--- src/rtl/time_set_pkg.sv ---
// Shared definitions for the time-set controller.
// Contents:
//   state_t             - edit FSM states
//   FIELD_*             - one-hot per-field encoding used for the BLINK mask
//   SEC_MAX..DATE_MAX   - legal value limits of each time field
//   step6/step5         - wrap-around increment/decrement of a field
//   clamp6/clamp5       - range clamp applied when the live clock is captured
//   field_onehot        - BLINK bit of the field being edited in a state
//   next_field          - field rotation order for the select key
package time_set_pkg;

    typedef enum logic [2:0] {
        IDLE     = 3'd0,
        SET_SEC  = 3'd1,
        SET_MIN  = 3'd2,
        SET_HOUR = 3'd3,
        SET_DATE = 3'd4,
        COMMIT   = 3'd5
    } state_t;

    localparam logic [3:0] FIELD_NONE = 4'b0000;
    localparam logic [3:0] FIELD_SEC  = 4'b0001;
    localparam logic [3:0] FIELD_MIN  = 4'b0010;
    localparam logic [3:0] FIELD_HOUR = 4'b0100;
    localparam logic [3:0] FIELD_DATE = 4'b1000;

    localparam logic [5:0] SEC_MAX  = 6'd59;
    localparam logic [5:0] MIN_MAX  = 6'd59;
    localparam logic [4:0] HOUR_MAX = 5'd23;
    localparam logic [4:0] DATE_MIN = 5'd1;
    localparam logic [4:0] DATE_MAX = 5'd31;

    // Wrap-around step; a value already at or beyond a limit wraps to the other end.
    function automatic logic [5:0] step6(input logic [5:0] v, input logic [5:0] lo,
                                         input logic [5:0] hi, input logic up);
        logic [5:0] r;
        if (up) begin
            if (v >= hi) r = lo;
            else         r = v + 6'd1;
        end else begin
            if (v <= lo) r = hi;
            else         r = v - 6'd1;
        end
        return r;
    endfunction

    function automatic logic [4:0] step5(input logic [4:0] v, input logic [4:0] lo,
                                         input logic [4:0] hi, input logic up);
        logic [4:0] r;
        if (up) begin
            if (v >= hi) r = lo;
            else         r = v + 5'd1;
        end else begin
            if (v <= lo) r = hi;
            else         r = v - 5'd1;
        end
        return r;
    endfunction

    function automatic logic [5:0] clamp6(input logic [5:0] v, input logic [5:0] hi);
        logic [5:0] r;
        if (v > hi) r = hi;
        else        r = v;
        return r;
    endfunction

    function automatic logic [4:0] clamp5(input logic [4:0] v, input logic [4:0] lo,
                                          input logic [4:0] hi);
        logic [4:0] r;
        if (v < lo)      r = lo;
        else if (v > hi) r = hi;
        else             r = v;
        return r;
    endfunction

    function automatic logic [3:0] field_onehot(input state_t s);
        logic [3:0] r;
        case (s)
            SET_SEC:  r = FIELD_SEC;
            SET_MIN:  r = FIELD_MIN;
            SET_HOUR: r = FIELD_HOUR;
            SET_DATE: r = FIELD_DATE;
            default:  r = FIELD_NONE;
        endcase
        return r;
    endfunction

    function automatic state_t next_field(input state_t s);
        state_t r;
        case (s)
            SET_SEC:  r = SET_MIN;
            SET_MIN:  r = SET_HOUR;
            SET_HOUR: r = SET_DATE;
            SET_DATE: r = SET_SEC;
            default:  r = IDLE;
        endcase
        return r;
    endfunction

endpackage

--- src/rtl/time_set_ctrl_if.sv ---
// Signal bundle between the keypad/clock side and the time-set controller.
//   TICK, MODE_EN, KEY_SEL, KEY_INC, KEY_DEC : 1 Hz enable and debounced key levels
//   SEC_IN, MIN_IN, HOUR_IN, DATE_IN         : live clock values
//   SEC_OUT, MIN_OUT, HOUR_OUT, DATE_OUT     : shadow values handed back to the clock
//   LOAD, RUN_EN, BLINK                      : load strobe, run permit, display blank mask
// Modports: master = environment (drives keys and live time), slave = controller.
interface time_set_ctrl_if;
    logic       TICK;
    logic       MODE_EN;
    logic       KEY_SEL;
    logic       KEY_INC;
    logic       KEY_DEC;
    logic [5:0] SEC_IN;
    logic [5:0] MIN_IN;
    logic [4:0] HOUR_IN;
    logic [4:0] DATE_IN;
    logic [5:0] SEC_OUT;
    logic [5:0] MIN_OUT;
    logic [4:0] HOUR_OUT;
    logic [4:0] DATE_OUT;
    logic       LOAD;
    logic       RUN_EN;
    logic [3:0] BLINK;

    modport master (
        output TICK, MODE_EN, KEY_SEL, KEY_INC, KEY_DEC,
        output SEC_IN, MIN_IN, HOUR_IN, DATE_IN,
        input  SEC_OUT, MIN_OUT, HOUR_OUT, DATE_OUT, LOAD, RUN_EN, BLINK
    );

    modport slave (
        input  TICK, MODE_EN, KEY_SEL, KEY_INC, KEY_DEC,
        input  SEC_IN, MIN_IN, HOUR_IN, DATE_IN,
        output SEC_OUT, MIN_OUT, HOUR_OUT, DATE_OUT, LOAD, RUN_EN, BLINK
    );
endinterface

--- src/rtl/time_set_ctrl_edge_rise.sv ---
// Rising/falling edge detector against a one-cycle registered copy of the input.
//   clk  : system clock
//   rst  : synchronous active-high reset
//   d    : level to watch
//   rise : d high now, low last cycle
//   fall : d low now, high last cycle
// The history register resets high so a level already high during reset is
// not reported as a rising edge afterwards.
module edge_rise (
    input  logic clk,
    input  logic rst,
    input  logic d,
    output logic rise,
    output logic fall
);

    logic prev_r;

    // One-cycle history of the watched level
    always_ff @(posedge clk) begin
        if (rst) begin
            prev_r <= 1'b1;
        end else begin
            prev_r <= d;
        end
    end

    assign rise = d & ~prev_r;
    assign fall = ~d & prev_r;

endmodule

--- src/rtl/time_set_ctrl.sv ---
// Time-set controller: lets the user edit seconds, minutes, hours and date
// of a running clock through MODE/SEL/INC/DEC keys, then loads the edited
// values back in a single strobe.
//   CLK100 : 100 Hz system clock
//   RST    : synchronous active-high reset
//   bus    : time_set_ctrl_if.slave (keys, TICK, live time in; shadows,
//            LOAD, RUN_EN, BLINK out)
// Parameters:
//   BLINK_HALF : clock cycles per blink half-period
//   TIMEOUT    : TICK pulses without key activity before an edit is abandoned
module time_set_ctrl
    import time_set_pkg::*;
#(
    parameter int BLINK_HALF = 50,
    parameter int TIMEOUT    = 30
) (
    input logic            CLK100,
    input logic            RST,
    time_set_ctrl_if.slave bus
);

    localparam int IW = $clog2(TIMEOUT + 1);
    localparam int BW = $clog2(BLINK_HALF + 1);
    localparam logic [IW-1:0] INACT_ZERO = IW'(0);
    localparam logic [IW-1:0] INACT_ONE  = IW'(1);
    localparam logic [IW-1:0] INACT_LAST = IW'(TIMEOUT - 1);
    localparam logic [BW-1:0] BLINK_ZERO = BW'(0);
    localparam logic [BW-1:0] BLINK_ONE  = BW'(1);
    localparam logic [BW-1:0] BLINK_LAST = BW'(BLINK_HALF - 1);

    state_t        state_r, state_s;
    logic [5:0]    sec_r, sec_s;
    logic [5:0]    min_r, min_s;
    logic [4:0]    hour_r, hour_s;
    logic [4:0]    date_r, date_s;
    logic [IW-1:0] inact_r, inact_s;
    logic [BW-1:0] blink_cnt_r, blink_cnt_s;
    logic          phase_r, phase_s;
    logic          load_r;
    logic          run_en_r;
    logic [3:0]    blink_r;

    logic mode_rise_s, mode_fall_s;
    logic sel_rise_s, sel_fall_s;
    logic inc_rise_s, inc_fall_s;
    logic dec_rise_s, dec_fall_s;
    logic key_edge_s;
    logic inc_only_s;
    logic dec_only_s;
    logic timeout_s;

    edge_rise u_mode_edge (.clk(CLK100), .rst(RST), .d(bus.MODE_EN),
                           .rise(mode_rise_s), .fall(mode_fall_s));
    edge_rise u_sel_edge  (.clk(CLK100), .rst(RST), .d(bus.KEY_SEL),
                           .rise(sel_rise_s), .fall(sel_fall_s));
    edge_rise u_inc_edge  (.clk(CLK100), .rst(RST), .d(bus.KEY_INC),
                           .rise(inc_rise_s), .fall(inc_fall_s));
    edge_rise u_dec_edge  (.clk(CLK100), .rst(RST), .d(bus.KEY_DEC),
                           .rise(dec_rise_s), .fall(dec_fall_s));

    // Any press or release counts as key activity (inactivity and blink restart).
    assign key_edge_s = sel_rise_s | sel_fall_s | inc_rise_s | inc_fall_s |
                        dec_rise_s | dec_fall_s;
    // INC and DEC pressed together cancel out.
    assign inc_only_s = inc_rise_s & ~dec_rise_s;
    assign dec_only_s = dec_rise_s & ~inc_rise_s;
    // Fires on the TICK that would bring the idle count to TIMEOUT.
    assign timeout_s  = bus.TICK & ~key_edge_s & (inact_r == INACT_LAST);

    // Next-state, shadow update and counter logic
    always_comb begin
        state_s     = state_r;
        sec_s       = sec_r;
        min_s       = min_r;
        hour_s      = hour_r;
        date_s      = date_r;
        inact_s     = inact_r;
        blink_cnt_s = blink_cnt_r;
        phase_s     = phase_r;
        case (state_r)
            IDLE: begin
                inact_s     = INACT_ZERO;
                blink_cnt_s = BLINK_ZERO;
                phase_s     = 1'b0;
                if (mode_rise_s) begin
                    state_s = SET_SEC;
                    sec_s   = clamp6(bus.SEC_IN, SEC_MAX);
                    min_s   = clamp6(bus.MIN_IN, MIN_MAX);
                    hour_s  = clamp5(bus.HOUR_IN, 5'd0, HOUR_MAX);
                    date_s  = clamp5(bus.DATE_IN, DATE_MIN, DATE_MAX);
                end else begin
                    sec_s  = bus.SEC_IN;
                    min_s  = bus.MIN_IN;
                    hour_s = bus.HOUR_IN;
                    date_s = bus.DATE_IN;
                end
            end
            SET_SEC, SET_MIN, SET_HOUR, SET_DATE: begin
                if (mode_fall_s || timeout_s) begin
                    // Leaving edit mode: commit on switch release, silent abort on timeout.
                    if (mode_fall_s) state_s = COMMIT;
                    else             state_s = IDLE;
                    inact_s     = INACT_ZERO;
                    blink_cnt_s = BLINK_ZERO;
                    phase_s     = 1'b0;
                end else begin
                    if (sel_rise_s) begin
                        // Select wins and swallows any coincident INC/DEC.
                        state_s = next_field(state_r);
                    end else if (inc_only_s || dec_only_s) begin
                        case (state_r)
                            SET_SEC:  sec_s  = step6(sec_r, 6'd0, SEC_MAX, inc_only_s);
                            SET_MIN:  min_s  = step6(min_r, 6'd0, MIN_MAX, inc_only_s);
                            SET_HOUR: hour_s = step5(hour_r, 5'd0, HOUR_MAX, inc_only_s);
                            SET_DATE: date_s = step5(date_r, DATE_MIN, DATE_MAX, inc_only_s);
                            default:  sec_s  = sec_r;
                        endcase
                    end else begin
                        state_s = state_r;
                    end

                    if (key_edge_s)    inact_s = INACT_ZERO;
                    else if (bus.TICK) inact_s = inact_r + INACT_ONE;
                    else               inact_s = inact_r;

                    // Key activity restarts the blink with the field visible.
                    if (key_edge_s) begin
                        blink_cnt_s = BLINK_ZERO;
                        phase_s     = 1'b0;
                    end else if (blink_cnt_r == BLINK_LAST) begin
                        blink_cnt_s = BLINK_ZERO;
                        phase_s     = ~phase_r;
                    end else begin
                        blink_cnt_s = blink_cnt_r + BLINK_ONE;
                    end
                end
            end
            COMMIT: begin
                state_s     = IDLE;
                inact_s     = INACT_ZERO;
                blink_cnt_s = BLINK_ZERO;
                phase_s     = 1'b0;
            end
            default: begin
                state_s     = IDLE;
                inact_s     = INACT_ZERO;
                blink_cnt_s = BLINK_ZERO;
                phase_s     = 1'b0;
            end
        endcase
    end

    // State, shadows, counters and outputs; outputs are derived from the
    // next state so they line up with the state they describe.
    always_ff @(posedge CLK100) begin
        if (RST) begin
            state_r     <= IDLE;
            sec_r       <= 6'd0;
            min_r       <= 6'd0;
            hour_r      <= 5'd0;
            date_r      <= DATE_MIN;
            inact_r     <= INACT_ZERO;
            blink_cnt_r <= BLINK_ZERO;
            phase_r     <= 1'b0;
            load_r      <= 1'b0;
            run_en_r    <= 1'b1;
            blink_r     <= FIELD_NONE;
        end else begin
            state_r     <= state_s;
            sec_r       <= sec_s;
            min_r       <= min_s;
            hour_r      <= hour_s;
            date_r      <= date_s;
            inact_r     <= inact_s;
            blink_cnt_r <= blink_cnt_s;
            phase_r     <= phase_s;
            load_r      <= (state_s == COMMIT);
            run_en_r    <= (state_s == IDLE);
            blink_r     <= phase_s ? field_onehot(state_s) : FIELD_NONE;
        end
    end

    assign bus.SEC_OUT  = sec_r;
    assign bus.MIN_OUT  = min_r;
    assign bus.HOUR_OUT = hour_r;
    assign bus.DATE_OUT = date_r;
    assign bus.LOAD     = load_r;
    assign bus.RUN_EN   = run_en_r;
    assign bus.BLINK    = blink_r;

endmodule
--- src/flat_wrapper.sv ---
// flat-port wrapper written by rule: the top's interface ports become plain ports
module time_set_ctrl_flat import time_set_pkg::*;
#(
    parameter int BLINK_HALF = 50,
    parameter int TIMEOUT    = 30
)
  (CLK100, RST, bus_TICK, bus_MODE_EN, bus_KEY_SEL, bus_KEY_INC, bus_KEY_DEC, bus_SEC_IN, bus_MIN_IN, bus_HOUR_IN, bus_DATE_IN, bus_SEC_OUT, bus_MIN_OUT, bus_HOUR_OUT, bus_DATE_OUT, bus_LOAD, bus_RUN_EN, bus_BLINK);
  time_set_ctrl_if bus_i ();
  input logic CLK100;
  input logic RST;
  input wire logic [$bits(bus_i.TICK)-1:0] bus_TICK;
  input wire logic [$bits(bus_i.MODE_EN)-1:0] bus_MODE_EN;
  input wire logic [$bits(bus_i.KEY_SEL)-1:0] bus_KEY_SEL;
  input wire logic [$bits(bus_i.KEY_INC)-1:0] bus_KEY_INC;
  input wire logic [$bits(bus_i.KEY_DEC)-1:0] bus_KEY_DEC;
  input wire logic [$bits(bus_i.SEC_IN)-1:0] bus_SEC_IN;
  input wire logic [$bits(bus_i.MIN_IN)-1:0] bus_MIN_IN;
  input wire logic [$bits(bus_i.HOUR_IN)-1:0] bus_HOUR_IN;
  input wire logic [$bits(bus_i.DATE_IN)-1:0] bus_DATE_IN;
  output wire logic [$bits(bus_i.SEC_OUT)-1:0] bus_SEC_OUT;
  output wire logic [$bits(bus_i.MIN_OUT)-1:0] bus_MIN_OUT;
  output wire logic [$bits(bus_i.HOUR_OUT)-1:0] bus_HOUR_OUT;
  output wire logic [$bits(bus_i.DATE_OUT)-1:0] bus_DATE_OUT;
  output wire logic [$bits(bus_i.LOAD)-1:0] bus_LOAD;
  output wire logic [$bits(bus_i.RUN_EN)-1:0] bus_RUN_EN;
  output wire logic [$bits(bus_i.BLINK)-1:0] bus_BLINK;
  assign bus_i.TICK = bus_TICK;
  assign bus_i.MODE_EN = bus_MODE_EN;
  assign bus_i.KEY_SEL = bus_KEY_SEL;
  assign bus_i.KEY_INC = bus_KEY_INC;
  assign bus_i.KEY_DEC = bus_KEY_DEC;
  assign bus_i.SEC_IN = bus_SEC_IN;
  assign bus_i.MIN_IN = bus_MIN_IN;
  assign bus_i.HOUR_IN = bus_HOUR_IN;
  assign bus_i.DATE_IN = bus_DATE_IN;
  assign bus_SEC_OUT = bus_i.SEC_OUT;
  assign bus_MIN_OUT = bus_i.MIN_OUT;
  assign bus_HOUR_OUT = bus_i.HOUR_OUT;
  assign bus_DATE_OUT = bus_i.DATE_OUT;
  assign bus_LOAD = bus_i.LOAD;
  assign bus_RUN_EN = bus_i.RUN_EN;
  assign bus_BLINK = bus_i.BLINK;
  time_set_ctrl #(.BLINK_HALF(BLINK_HALF), .TIMEOUT(TIMEOUT)) u_core (.CLK100(CLK100), .RST(RST), .bus(bus_i));
endmodule
--- config.mk ---
export PLATFORM = sky130hd
export DESIGN_NAME = time_set_ctrl_flat
export DESIGN_NICKNAME = d
export VERILOG_FILES = /design/src/rtl/time_set_pkg.sv /design/src/rtl/time_set_ctrl_if.sv /design/src/rtl/time_set_ctrl_edge_rise.sv /design/src/rtl/time_set_ctrl.sv /design/src/flat_wrapper.sv
export SDC_FILE = /design/constraint.sdc
export NUM_CORES = 1
export LEC_CHECK = 0
export CAP_MARGIN = 20
export CORE_UTILIZATION = 54
export CTS_CLUSTER_DIAMETER = 30
export CTS_CLUSTER_SIZE = 8
export DETAILED_ROUTE_END_ITERATION = 10
export GPL_ROUTABILITY_DRIVEN = 0
export PLACE_DENSITY = 0.91
export SLEW_MARGIN = 15
export SYNTH_ARGS = -nofsm -noshare
export SYNTH_HDL_FRONTEND = slang
export SYNTH_SLANG_ARGS = --single-unit
--- constraint.sdc ---
create_clock -name CLK100 -period 2.92 [get_ports CLK100]
set_input_delay 0.584 -clock CLK100 [delete_from_list [all_inputs] [get_ports CLK100]]
set_output_delay 0.584 -clock CLK100 [all_outputs]
set_load 0.005 [all_outputs]
[Yosys cells after proc, flatten, opt, wreduce, memory -nomap -nowiden]
Cells that the tools add are included.
Word-level totals
  logic and storage cells: 154
  input port bits: 29
  flip-flop bits (word level): 47
  output and inout bits: 28
Operators by class
  magnitude comparators: 14
  bitwise operators: 31
  add/subtract/negate cells: 10
  reduce and logical (&&, ||, !) cells: 13
  equal/unequal tests: 18
  mux-type cells: 53
Operators by type and width (number)
  $mux 6: 18
  $mux 5: 20
  $pmux 6 s2: 2
  $pmux 5 s2: 2
  $reduce_and 5->1: 4
  $add 6x1->6 const B: 3
  $pmux 4 s4: 1
  $add 5x1->5 const B: 3
  $not 1->1: 14
  $and 1x1->1: 12
  $eq 3x2->1 const B: 4
  $ge 6x6->1 const B: 2
  $gt 6x6->1 const B: 2
  $le 6x1->1 const B: 2
  $mux 3: 4
  $pmux 3 s4: 1
  $sub 6x1->6 const B: 2
  $ge 5x5->1 const B: 2
  $gt 5x5->1 const B: 2
  $le 5x1->1 const B: 2
  $lt 5x1->1 const B: 2
  $ne 2x1->1 const B: 5
  $sub 5x1->5 const B: 2
  $eq 3x3->1 const B: 3
  other kinds (13): 25

[Logic depth before layout (Yosys ltp)]
Gate-level depths: netlist (run 1).
  word-level depth: 15
  mapped depth: 10

[By module]
A second synthesis (run 1) with hierarchy kept.
Unflattened totals
  cells, all modules: 423
  area total of the unflattened synthesis: 3428.3 um^2
Modules (own cells, without submodules)
  time_set_ctrl: cells each 407, seq. area each 860.8 um^2, instances 1, area each 3268.1 um^2
  edge_rise: cells each 4, seq. area each 20.0 um^2, instances 4, area each 40.0 um^2

[Worst setup path after synthesis (run 1)]
Ideal clock, no wire load.
  path type: input to register
  start: input bus_KEY_SEL
  end: register u_core.date_r[2] (netlist: u_core.bus.DATE_OUT[2])
  setup time: 130 ps
  path slack: 708 ps
  required time: 2790 ps
  data arrival time: 2081 ps
  stages: 7
  cells stage by stage: ha_1 -> nand3_1 -> or4b_4 -> buf_6 -> a41o_1 -> o21ai_0 -> a31oi_1
Between the ends
  word-level cells in the longest chain between the ends: 13
  elaborated cells between the ends (all ways): 15
  those cells by class: eq/ne (2); bitwise (11); reduce/logical (2)
Ends and longest elaborated chain
  start, declared: RTL line flat_wrapper.sv:13  | input wire logic [$bits(bus_i.KEY_SEL)-1:0] bus_KEY_SEL;
  $not 1->1: RTL line time_set_ctrl_edge_rise.sv:29  | assign fall = ~d & prev_r;
  $and 1x1->1: RTL line time_set_ctrl_edge_rise.sv:29
  $or 1x1->1 (4 in series): RTL line time_set_ctrl.sv:62  | assign key_edge_s = sel_rise_s | sel_fall_s | inc_rise_s | inc_fall_s |
  $or 1x1->1: RTL line time_set_ctrl.sv:63  | dec_rise_s | dec_fall_s;
  $not 1->1: RTL line time_set_ctrl.sv:68  | assign timeout_s = bus.TICK & ~key_edge_s & (inact_r == INACT_LAST);
  $and 1x1->1 (2 in series): RTL line time_set_ctrl.sv:68
  $logic_or 1x1->1: RTL line time_set_ctrl.sv:99  | if (mode_fall_s || timeout_s) begin
  $ne 2x2->1 (no source line)
  $reduce_and 5->1 (no source line) (*)
  end signal, assigned: RTL line time_set_ctrl.sv:173  | date_r <= date_s;
  end, declared: RTL line time_set_ctrl.sv:35  | logic [4:0] date_r, date_s;
Every way passes the cells marked *; elsewhere a longest branch is shown, timed or not.
A chain may end at the register's enable or synchronous reset.

[Final worst setup path (run 1)]
  start: input bus_KEY_SEL
  end: register u_core.date_r[3] (netlist: u_core.bus.DATE_OUT[3])
The elaborated chain is that of the path after synthesis.

==> results.cfg, run 1 <==
[sta]
drv_slew = 0
hold_viol = 0
slew_headroom_pct = 48.6
fin_crit_sh_pct = 85.1
fmax_ghz = 0.402
min_period_ns = 2.49
setup_tns_ns = 0
skew_ns = 0.00591
max_slew.worst_pin.slew_ns = 0.769
hold_ws_ns = 0.477
rsz0062_at_grt = no
setup_violations = 0

[logic_synthesis]
yosysUniqueCellTypes = 63
synthMostInstantiatedCell = dfxtp_1
ys_ff_latch = 47
avgSynthCellArea_um2 = 7.95
synth-edff-count = 0
synth_top_flop_cell = dfxtp_1
syn-num-nets = 467
synth_warnings = 0
synth_top_area_share_pct = 28.2
yosysTopAreaCell = dfxtp_1
synth_common_cells = dfxtp_1, nor2_1, a21oi_1, nand2_1, clkbuf_1
synth_area_leaders = dfxtp_1, ha_1, nor2_1
synthCells = 420
netlist_area_um2 = 3340
synth-async-reset-ratio_pct = 0
ys_seq_area_share_pct = 28.2

[place]
port_buffers = 56
post-dp-hpwl_mm = 5.95
placed_cells = 527

[global_routing]
antenna_found_initial = 0
track_usage_pct = 26.9
grt_pass1_wl_mm = 13.8
grt_max_degree = 36
grt_overflow = 0
grt_pass1_vias = 3007

[setup_path]
ff2ff_path_depth = 5
r2r_start = u_core.state_r[1]$_SDFF_PP0_
r2r_slack_ns = 0.66
crit_slowest_cell = or4b_4
crit_type = in -> reg
cp_max_fo = 11
crit_required_ns = 3.11
cpPeakStageDelay_ns = 0.61
worstSetupEndpointType = register
rr_endpoint = u_core.bus.BLINK[1]$_SDFF_PP0_
crit_path_start_kind = input port
crit_chain = clkdlybuf4s50_1, ha_1, nand3_1, or4b_4, a41o_1, o21ai_0, a31oi_1
arrival_ns = 2.68

[layout]
nNetsFinal = 506
layout.cells.non_filler = 535
regArea_um2 = 941
num_antenna_cells = 0
drive_gt1_share_pct = 7.83
num-fill-cells = 496
multi_input_area_um2 = 2210
syn_to_final_growth_pct = 20.3

[clocking]
htree_levels = 2
cts_hold_buf = 0
clockBufferDepth = 2
clk_pin_slew_ns = 0.09
cts_tree = built
root_buffer = clkbuf_8
cts_resized = 0
clk_latency_ns = 0.31
post-cts-setup-buffer-count = 0
clock_sinks = 47
cts_buffers = 5

[floorplanning]
boundaryPins = 57
dieWidth_um = 80.6
die_area_um2 = 6500
die-height_um = 80.6
fp.coreArea_um2 = 5960
num_rows = 28
start_util_pct = 56.1

[route]
drtAntennaViolNets = 0
viasPerCell = 6.30
routed_wirelength_mm = 8.46
drt_first_pass_iters = 5
drtIter0Drc = 139
vias = 3372
drc = 0
routedWlPerCell_um = 15.8

[power]
peakVddDrop_uv = 334
p_leak_uw = 0.00147
power.density_nw_per_um2 = 534

[hold_path]
min_to = u_core.blink_cnt_r[0]$_SDFF_PP0_
hold_depth = 1
min_from = u_core.blink_cnt_r[0]$_SDFF_PP0_
hold_path_class = reg -> reg

[outcome]
outcome = finished clean

[run]
maxCapViolCount = 0
## cells by family (layout without fill, tap and decap cells)
family                     count (synthesis)  in the layout  share of synthesized area, %
AOI/OAI and AO/OA                        136            136                          30.1
and+or+nand+nor                          152            152                          23.9
adders and majority gates                 18             18                          6.74
buffers and inverters                     46             86                          5.58
muxes                                      1              1                         0.300
xor gates and xnor gates                  20             20                          5.25
DFF                                       47             47                          28.2
## flip-flops by register name (all words and copies together) (netlist names), 3 cells and up
signal	count
u_core.blink_cnt_r	6
u_core.bus.BLINK	4
u_core.bus.MIN_OUT	6
u_core.bus.SEC_OUT	6
u_core.bus.HOUR_OUT	5
u_core.bus.DATE_OUT	5
u_core.inact_r	5
u_core.state_r	3
## stage by stage
| step | power (uW) | area (um2) | util [%] | setup slack, ns |
|---|---|---|---|---|
| floorplan | 1410 | 3340 | - | 0.708 |
| global placement | 1680 | 3920 | 65.8 | 0.192 |
| detailed placement | 1710 | 3920 | 65.8 | 0.131 |
| CTS | 2130 | 4020 | 67.5 | 0.465 |
| global route | 2280 | 4020 | 67.5 | 0.333 |
| finish | 2140 | 4020 | 67.5 | 0.434 |
## final cells by class
| type | count | share of cell area [%] |
|---|---|---|
| Clock buffer | 5 | 1.71 |
| Clock inverter | 3 | 0.685 |
| Inverter | 17 | 1.59 |
| Multi-Input combinational cell | 327 | 55.1 |
| Sequential cell | 47 | 23.4 |
| Tap cell | 75 | 2.34 |
| Timing Repair Buffer | 61 | 15.2 |
## where the power goes
part,switching [uW],internal (uW)
combinational,404,434
sequential,167,708
clock,254,178
## how the worst max path moves through the flow
stage | start | cells past startpoint | slack (ns) | endpoint
after global placement | bus_KEY_INC | 8 | 0.19 | u_core.bus.MIN_OUT[2]$_SDFFE_PP0P_
final | bus_KEY_SEL | 7 | 0.43 | u_core.bus.DATE_OUT[3]$_SDFFE_PP0P_
after global routing | bus_KEY_DEC | 8 | 0.33 | u_core.bus.MIN_OUT[2]$_SDFFE_PP0P_
after detailed placement | bus_KEY_SEL | 7 | 0.13 | u_core.bus.DATE_OUT[3]$_SDFFE_PP0P_
after floorplan | bus_KEY_SEL | 7 | 0.71 | u_core.bus.DATE_OUT[2]$_SDFFE_PP0P_
after CTS | bus_KEY_SEL | 7 | 0.46 | u_core.bus.DATE_OUT[3]$_SDFFE_PP0P_
## placed cells by master (no fill, tap or decap), types with 3 or more instances in the layout
cell type	Yosys	routed
xnor2_1	9	9
o21ai_0	17	17
a31oi_1	14	14
o21bai_1	3	3
a311oi_1	4	4
nand4b_1	3	3
nand2_1	26	26
inv_1	17	17
ha_1	18	18
o22ai_1	4	4
a21o_1	6	6
and2_1	3	3
a2111oi_0	4	4
nand3_1	13	13
nor3_1	8	8
buf_4	0	4
or3_1	3	3
clkdlybuf4s50_1	0	56
o211ai_1	8	8
nor2b_1	6	6
nand2b_1	15	15
and3_1	6	6
nor2_1	43	43
clkbuf_8	0	5
xor2_1	11	11
a31o_2	5	5
a211oi_1	7	7
nand4_1	7	7
o221ai_1	4	4
a21oi_1	26	26
dfxtp_1	47	47
or2_2	5	5
o31ai_1	3	3
nor4_1	5	5
o311ai_0	6	6
## worst max-delay path, delay by kind of cell
kind            cells  cell delay, ns
compound gates      3            0.65
buf+inv             1            0.43
simple gates        2            0.69
fa+ha+maj           1            0.31
## per-layer routing
layer | GRT usage [%] | vias to the layer above | share of wire (%)
li1 | - | 1642 | -
met1 | 34.4 | 1545 | 44
met2 | 44.7 | 166 | 47
met3 | 4.09 | 19 | 7.5
met4 | 10.7 | 0 | 1.9
met5 | 0 | - | 0
No activity file was read; power rests on OpenSTA's default activity.
==> run 2: changes to the inputs <==
--- a/config.mk
+++ b/config.mk
@@ -5,9 +5,8 @@
 export SDC_FILE = /design/constraint.sdc
 export NUM_CORES = 1
 export LEC_CHECK = 0
-export CAP_MARGIN = 20
 export CORE_UTILIZATION = 54
-export CTS_CLUSTER_DIAMETER = 30
+export CTS_CLUSTER_DIAMETER = 120
 export CTS_CLUSTER_SIZE = 8
 export DETAILED_ROUTE_END_ITERATION = 10
 export GPL_ROUTABILITY_DRIVEN = 0
==> results of run 2 <==
No change in the layout: final DEF, timing and power equal those of run 1.
==> run 3: changes to the inputs <==
--- a/config.mk
+++ b/config.mk
@@ -5,12 +5,14 @@
 export SDC_FILE = /design/constraint.sdc
 export NUM_CORES = 1
 export LEC_CHECK = 0
+export ABC_AREA = 1
 export CORE_UTILIZATION = 54
 export CTS_CLUSTER_DIAMETER = 120
 export CTS_CLUSTER_SIZE = 8
 export DETAILED_ROUTE_END_ITERATION = 10
 export GPL_ROUTABILITY_DRIVEN = 0
 export PLACE_DENSITY = 0.91
+export SKIP_LAST_GASP = 1
 export SLEW_MARGIN = 15
 export SYNTH_ARGS = -nofsm -noshare
 export SYNTH_HDL_FRONTEND = slang
==> run 3 against run 2 <==
Final cell count increased by 27%. Clock power rose by 15%. Critical path depth increased by 4. Non-clock buffer count shrank 1. Worst hold slack got worse by 0.0016 ns. Worst setup slack better by 0.20 ns. Register-to-register slack better by 0.21 ns. Sequential power down 13%. Combinational power down 30%. Clock skew rose by 0.0072 ns. Highest routed layer unchanged.
==> results.cfg, run 3 <==
[floorplanning]
fp.coreArea_um2 = 6060
die-height_um = 82.1
start_util_pct = 57.2
die_area_um2 = 6740
dieWidth_um = 82.1
boundaryPins = 57
num_rows = 28

[logic_synthesis]
avgSynthCellArea_um2 = 6.24
synth_common_cells = nand2_1, nor2_1, inv_1
yosysUniqueCellTypes = 39
synth_area_leaders = dfxtp_1, nand2_1, nor2_1
synth_top_area_share_pct = 27.2
syn-num-nets = 602
synthMostInstantiatedCell = nand2_1
synth_warnings = 0
synth-edff-count = 0
yosysTopAreaCell = dfxtp_1
ys_ff_latch = 47
synth_top_flop_cell = dfxtp_1
ys_seq_area_share_pct = 27.2
synth-async-reset-ratio_pct = 0
netlist_area_um2 = 3460
synthCells = 555

[setup_path]
cpPeakStageDelay_ns = 0.45
worstSetupEndpointType = register
crit_top_cell = nand2_1
crit_path_start_kind = input port
crit_chain = clkdlybuf4s50_1, ha_1, inv_1, nor2_1, nand3_2, nand3_2, nand2_2, nand2_1, nand2_1, nand2_1, nor2_1
cp_max_fo = 12
arrival_ns = 2.50
crit_required_ns = 3.13
crit_buf_inv = 2
cpLargestDelayFamily = simple AND/OR/NAND/NOR gates
crit_type = in -> reg
crit_slowest_cell = clkdlybuf4s50_1

[clocking]
root_buffer = clkbuf_8
clk_pin_slew_ns = 0.09
post-cts-setup-buffer-count = 0
cts_hold_buf = 0
htree_levels = 2
cts_resized = 0
clk_latency_ns = 0.31
cts_tree = built
clockBufferDepth = 2
clock_sinks = 47
cts_buffers = 5

[power]
sw_frac_of_total_pct = 34.7
pwr-share-comb_pct = 32.0
clkPwrFrac_pct = 26.9
p_leak_uw = 0.00199
power.internal_uw = 1200
power.net_switching_uw = 641
power.density_nw_per_um2 = 443
seq_power_share_pct = 41.1
peakVddDrop_uv = 327

[global_routing]
grt_pass1_wl_mm = 14.4
grt_pass1_vias = 3519
grt_overflow = 0
grtUsageMet3_pct = 4.40
grt_max_degree = 33
use_met1_pct = 29.2
grt_busiest_layer = met2
track_usage_pct = 27.3
antenna_found_initial = 0
met2_usage_pct = 51.6

[layout]
stdcell_area_um2 = 4160
final_common_cell = nand2_1
nNetsFinal = 652
syn_to_final_growth_pct = 20.1
drive_gt1_share_pct = 7.10
num_antenna_cells = 0
num-fill-cells = 525
layout.cells.non_filler = 681
final_cell_mix = nand2_1, nor2_1, inv_1, clkdlybuf4s50_1, nand3_1

[sta]
hold_viol = 0
min_period_ns = 2.29
setup_tns_ns = 0
rsz0062_at_grt = no
slew_headroom_pct = 61.8
setup_violations = 0
drv_slew = 0
max_slew.worst_pin.slew_ns = 0.569
fin_crit_sh_pct = 78.3
fmax_ghz = 0.437
skew_ns = 0.0131

[route]
drc = 0
drtIter0Drc = 283
routed_wirelength_mm = 8.87
drt_first_pass_iters = 6
viasPerCell = 5.55
vias = 3782
routedWlPerCell_um = 13.0
drtAntennaViolNets = 0

[outcome]
outcome = finished clean

[hold_path]
hold_path_class = reg -> reg

[place]
post-dp-hpwl_mm = 6.75
placed_cells = 673
place_area_um2 = 4050
port_buffers = 56

[run]
maxCapViolCount = 0
==> run 3: cell types whose count changed in the layout (fill, tap and decap cells not counted), sizes merged, moves of 8 or more <==
cell	change
nand4	+9
a21oi	-10
a31oi	-14
inv	+47
o21ai	+8
nand3	+41
a31o	-8
nand2b	-15
nand2	+136
nor2	+51
==> run 3: stage by stage <==
stage / hold slack [ns] / power (uW) / setup WS, ns / utilization [%]
floorplan: 0.433 / 1140 / 1.10 / -
global placement: 0.446 / 1320 / 0.428 / 66.8
detailed placement: 0.454 / 1350 / 0.308 / 66.8
CTS: 0.478 / 1840 / 0.645 / 68.7
global route: 0.499 / 1960 / 0.459 / 68.7
finish: 0.475 / 1840 / 0.633 / 68.7
==> run 3: cell families (layout without fill, tap and decap cells) <==
group           after synthesis  after routing  synth area share, %
mux                           1              1                0.289
fa+ha+maj                    18             18                 6.50
simple gates                343            343                 44.6
compound gates               51             51                 8.05
buf+inv                      82            133                 10.1
flops                        47             47                 27.2
xor+xnor                     13             13                 3.29
==> run 3: final cells by class <==
class | instances | area [um2] | area share (%)
Clock inverter | 3 | 46.3 | 1.11
Tap cell | 75 | 93.8 | 2.25
Multi-Input combinational cell | 426 | 2170 | 52.3
Clock buffer | 5 | 68.8 | 1.65
Timing Repair Buffer | 60 | 591 | 14.2
Inverter | 65 | 246 | 5.92
Sequential cell | 47 | 941 | 22.6
==> run 3: worst register-to-register path: stages, from the launching register on <==
cell and delay (ns):
dfxtp_1 0.54, inv_2 0.11, nand2_4 0.09, nand2_4 0.14
inv_4 0.32, nand2_2 0.27, nand2_1 0.28, nand2_1 0.10
nand2_1 0.07, nor2_1 0.04
==> run 3: final timing paths <==
path | slack, ns | start | endpoint | depth (start not counted)
max | 0.63 | bus_KEY_SEL | u_core.bus.MIN_OUT[5]$_SDFFE_PP0P_ | 11
min | 0.48 | u_core.blink_cnt_r[0]$_SDFF_PP0_ | u_core.blink_cnt_r[0]$_SDFF_PP0_ | 1
max reg2reg | 0.87 | u_core.state_r[2]$_SDFF_PP0_ | u_core.bus.MIN_OUT[5]$_SDFFE_PP0P_ | 9
min reg2reg | 0.48 | u_core.blink_cnt_r[0]$_SDFF_PP0_ | u_core.blink_cnt_r[0]$_SDFF_PP0_ | 1
==> run 3: per-layer routing <==
layer / part of all wire, % / up-vias
met5: 0 / -
met4: 3.6 / 0
met3: 7.2 / 39
met2: 49 / 197
met1: 40 / 1681
li1: - / 1865
==> run 3: power by group through the flow <==
stage / clock [uW] / sequential (uW) / combinational (uW)
2_1_floorplan: 0 / 743 / 401
6_report: 495 / 759 / 589
4_1_cts: 504 / 756 / 583
3_3_place_gp: 0 / 768 / 556
5_1_grt: 526 / 764 / 670
3_5_place_dp: 0 / 771 / 579
==> RTL edit 1: new RTL, flow settings as in run 3 <==
Reset style: asynchronous (`RST` and `rst`), changed in 2 clocked blocks. Comments in the files are not updated.
--- a/src/rtl/time_set_ctrl_edge_rise.sv
+++ b/src/rtl/time_set_ctrl_edge_rise.sv
@@ -17,7 +17,7 @@
     logic prev_r;
 
     // One-cycle history of the watched level
-    always_ff @(posedge clk) begin
+    always_ff @(posedge clk or posedge rst) begin
         if (rst) begin
             prev_r <= 1'b1;
         end else begin
--- a/src/rtl/time_set_ctrl.sv
+++ b/src/rtl/time_set_ctrl.sv
@@ -152,7 +152,7 @@
 
     // State, shadows, counters and outputs; outputs are derived from the
     // next state so they line up with the state they describe.
-    always_ff @(posedge CLK100) begin
+    always_ff @(posedge CLK100 or posedge RST) begin
         if (RST) begin
             state_r     <= IDLE;
             sec_r       <= 6'd0;
Function: differs if RST is asserted again (counterexample within 4 cycles, from zero or initial values and one cycle with RST high); with RST held inactive, the same outputs for 4 cycles.
==> RTL edit 1 against run 3 <==
Area after synthesis increased by 2.1%; global-route usage is 1.5 points lower; final area grew 2.6%; core utilization decreased by 1.4 points; non-clock buffer count is the same; worst setup slack lost 8.6 ps; maximum frequency decreased by 0.37%; sequential cell count unchanged; routed wire length decreased by 0.59%; first-iteration DRC count down 3.2%; sequential share of layout area is 5.1 points higher; critical path type unchanged; critical endpoint is now u_core.bus.DATE_OUT[2].
Power is not compared: it rests on default switching activity, and its combinational part moved more than twofold at a synthesized area within 25%.
==> RTL edit 1: results <==
{
  "status": "complete, no violations",
  "fill_cells": 541,
  "cts_setup_buffers": 0,
  "yosysSeqAreaShare_pct": 33.47,
  "clock_latency_ps": 310,
  "cts_made_buffers": 5,
  "via_per_inst": 5.565,
  "dpl_worst_slack_ps": 391.1,
  "synthFlopType": "dfrtp_1",
  "clkTransAtPathRegs_ps": 90,
  "fin_util_pct": 67.27,
  "synthTopCellsByArea": "dfrtp_1, nand2_1, nand3_1",
  "via_count": 3662,
  "drive_gt1_share_pct": 7.917,
  "p_leak_nw": 2.123,
  "peakVddDrop_v": 0.0005040,
  "critical-path-top-delay-family": "buffers and inverters",
  "avgSynthCellArea_sq_um": 6.774,
  "clockBufferDepth": 2,
  "critPathMaxFanout": 13,
  "finalWirelength_um": 8818,
  "fin_skew_ps": 9.140,
  "port_buffers": 56,
  "dpl_cell_area_sq_mm": 0.004154,
  "drt-met1-wl_um": 3665,
  "drt_iter0_markers": 274,
  "yosys-top-cells-count": "nand2_1, nor2_1, inv_1, nand3_1, dfrtp_1",
  "grt_use_total_pct": 25.85,
  "syn-num-nets": 569,
  "cp.arrival_ps": 2550,
  "grt_max_degree": 46,
  "ys_warn_count": 0,
  "routed-wl-met3_um": 592,
  "p_sw_mw": 1.998,
  "r2r-start": "u_core.u_inc_edge.prev_r",
  "wl_met2_um": 4231,
  "hold_path_class": "flip-flop to flip-flop",
  "drtPass1Iterations": 5,
  "worstMarginPinSlew_ps": 915.9,
  "ys_types": 36,
  "final_nets": 627,
  "crit_start": "bus_KEY_INC",
  "cts_resized": 0,
  "ys_async_sr_fraction_pct": 100.0,
  "grt_pass1_vias": 3402,
  "hpwl_um": 6482,
  "min_from": "u_core.blink_cnt_r[0]",
  "slowest_stage": "clkdlybuf4s50_1",
  "dpl.cell_count": 650,
  "diodes": 0,
  "top_layer_used": "met4",
  "grt_pass1_wl_um": 14680
}
## RTL edit 1: cell types whose count changed in the layout (fill, tap and decap cells not counted), moves of 5 or more
cell and change:
a21oi_1 -7, dfxtp_1 -47, dfstp_2 +6, or2_0 -5, or2_2 +5, nand4_1 -8
nand3_1 +6, nor3_1 +6, dfrtp_1 +41, nor2_1 -16, o21ai_0 +5
## RTL edit 1: layer usage
metal | track usage (%) | vias up
met3 | 3.479 | 36
met4 | 14.26 | 0
li1 | - | 1773
met2 | 43.96 | 174
met1 | 31.64 | 1679
met5 | 0 | -
## RTL edit 1: power groups by stage
stage               registers, mW  clock network, mW  logic (mW)
floorplan                    1.09                  0        1.76
global placement             1.19                  0        2.29
detailed placement           1.20                  0        2.38
CTS                          1.19              0.506        2.40
global route                 1.24              0.535        2.72
finish                       1.20              0.499        2.43
## RTL edit 1: cell families (layout without fill, tap and decap cells)
kind of cell / Yosys count / count (layout) / synth area share, %
flip-flops: 47 / 47 / 33.47
AND/OR/NAND/NOR: 321 / 321 / 39.95
XOR/XNOR: 16 / 16 / 3.963
buffers and inverters: 74 / 133 / 8.917
AO/OA/AOI/OAI: 45 / 45 / 7.042
multiplexers: 1 / 1 / 0.2831
adder cells (fa/ha/maj): 18 / 18 / 6.370
## RTL edit 1: final timing paths
kind	endpoint	depth (start not counted)	slack [ps]
worst max-delay path	u_core.bus.DATE_OUT[2]	13	620
worst min-delay path	u_core.blink_cnt_r[0]	1	500
worst max register to register	u_core.bus.DATE_OUT[2]	13	830
worst min register to register	u_core.blink_cnt_r[0]	1	500
max in group asynchronous	u_core.u_dec_edge.prev_r	3	1420
min in group asynchronous	u_core.blink_cnt_r[2]	2	790
## RTL edit 1: layout make-up
class | instances | share of cell area [%]
clock buffers | 6 | 1.933
clock inverters | 2 | 0.8202
inverters | 65 | 5.770
multi-input cells | 401 | 47.69
flip-flops and latches | 47 | 27.71
well taps | 77 | 2.255
repair buffers | 60 | 13.83
==> RTL edit 2: new RTL, settings of run 3 <==
Made on the original files. `BLINK_HALF` is set to 50 in 2 places; all go to 100.
--- a/src/rtl/time_set_ctrl.sv
+++ b/src/rtl/time_set_ctrl.sv
@@ -11,7 +11,7 @@
 module time_set_ctrl
     import time_set_pkg::*;
 #(
-    parameter int BLINK_HALF = 50,
+    parameter int BLINK_HALF = 100,
     parameter int TIMEOUT    = 30
 ) (
     input logic            CLK100,
--- a/src/flat_wrapper.sv
+++ b/src/flat_wrapper.sv
@@ -1,7 +1,7 @@
 // flat-port wrapper written by rule: the top's interface ports become plain ports
 module time_set_ctrl_flat import time_set_pkg::*;
 #(
-    parameter int BLINK_HALF = 50,
+    parameter int BLINK_HALF = 100,
     parameter int TIMEOUT    = 30
 )
   (CLK100, RST, bus_TICK, bus_MODE_EN, bus_KEY_SEL, bus_KEY_INC, bus_KEY_DEC, bus_SEC_IN, bus_MIN_IN, bus_HOUR_IN, bus_DATE_IN, bus_SEC_OUT, bus_MIN_OUT, bus_HOUR_OUT, bus_DATE_OUT, bus_LOAD, bus_RUN_EN, bus_BLINK);
Check against the original RTL: same outputs for any inputs over 4 cycles, from zero or initial values and one cycle with RST high; that may be too few to reach the edited logic, so the function may still have changed.
==> RTL edit 2 against run 3 <==
Count of clock-buffer cells in the layout did not move; sequential cell count rose by 1; worst hold slack got worse by 14 ps; routed wire length rose by 2.2%; combinational power fell by 1%; area after synthesis rose by 3.3%; worst setup slack got worse by 130 ps; die area rose by 3.2%; clock skew fell by 2.9 ps; register-to-register slack got worse by 60 ps; final area rose by 2.6%; power fell by 4.4%; core utilization fell by 1.8 points; largest cell class unchanged.
==> RTL edit 2: results <==
{
  "relSlewSlack_pct": 64.96,
  "whs_ps": 461.5,
  "critPathMaxFanout": 13,
  "dpl_worst_slack_ps": 202.2,
  "grt_max_degree": 32,
  "yosysSeqAreaShare_pct": 26.85,
  "hpwl_um": 6790,
  "dpl.cell_count": 709,
  "crit_start": "bus_KEY_SEL",
  "dpl_cell_area_sq_mm": 0.004178,
  "status": "complete, no violations",
  "drt_iter0_markers": 265,
  "cp-endpoint": "u_core.bus.SEC_OUT[0]",
  "final_nets": 685,
  "clkTransAtPathRegs_ps": 100,
  "fin_crit_sh_pct": 82.84,
  "p_leak_nw": 2.070,
  "root_buffer": "clkbuf_8",
  "syn-num-nets": 634,
  "reg2reg_slack_ps": 810,
  "min_path_cells": 1,
  "grt_use_total_pct": 25.30,
  "cp.arrival_ps": 2650,
  "fin_cells": 717,
  "r2r-start": "u_core.state_r[2]",
  "ys_types": 35,
  "syn-instance-count": 588,
  "synthTopCellsByArea": "dfxtp_1, nand2_1, nor2_1",
  "drtPass1Iterations": 5,
  "peakVddDrop_v": 0.0003436,
  "cts_setup_buffers": 0,
  "via_per_inst": 5.450,
  "grt_pass1_vias": 3492,
  "yosys-top-cells-count": "nand2_1, nor2_1, inv_1, nand3_1, dfxtp_1",
  "fin_skew_ps": 10.26,
  "critPathMaxStageDelay_ps": 430,
  "fill_cells": 566,
  "drive_gt1_share_pct": 5.781,
  "intPower_mw": 1.129
}
[RTL edit 2: cell count changes in the layout (fill, tap and decap cells not counted), sizes merged, moves of 3 or more]
cell,before,now
nand3,54,69
nand2,162,170
nor2,94,100
inv,66,71
a21oi,16,20
nand4,16,20
o21ai,25,21
nor3,5,8
or2,8,5
[RTL edit 2: kinds of logic after synthesis]
logic type               count (synthesis)  share of synthesized area [%]
AND/OR/NAND/NOR                        375                          46.26
buffers and inverters                   87                          10.14
flip-flops                              48                          26.85
AO/OA/AOI/OAI                           47                          7.343
adder cells (fa/ha/maj)                 17                          5.944
XOR/XNOR                                13                          3.182
multiplexers                             1                         0.2797
[RTL edit 2: layer usage]
layer / vias up / wire length, um / global-route usage, %
met4: 0 / 119 / 6.897
met3: 19 / 678 / 3.877
met5: - / 0 / 0
met1: 1725 / 3861 / 31.87
li1: 1982 / - / -
met2: 182 / 4405 / 44.63
[RTL edit 2: final cells by class]
| class | instances | area, sq um | share of cell area [%] |
|---|---|---|---|
| timing repair buffer | 61 | 598.1 | 14.00 |
| sequential | 48 | 960.9 | 22.50 |
| clock buffer | 5 | 68.82 | 1.611 |
| inverter | 70 | 267.8 | 6.268 |
| multi-input combinational | 453 | 2255 | 52.78 |
| clock inverter | 3 | 25.02 | 0.5858 |
| tap | 77 | 96.34 | 2.255 |
[RTL edit 2: worst register-to-register path, stage by stage (launching register included)]
cell     delay, ps
dfxtp_1        480
inv_1          150
nand2_2        110
nand2_4        220
inv_6          260
nor2_4          60
a21oi_4        360
nand3_2        160
nor2_1         170
nor2_2          60
[RTL edit 2: power groups by stage]
stage               sequential, mW  clock [mW]  combinational [mW]
floorplan                    0.757           0               0.393
global placement             0.784           0               0.549
detailed placement           0.785           0               0.570
CTS                          0.770       0.415               0.573
global route                 0.780       0.443               0.652
finish                       0.773       0.409               0.581
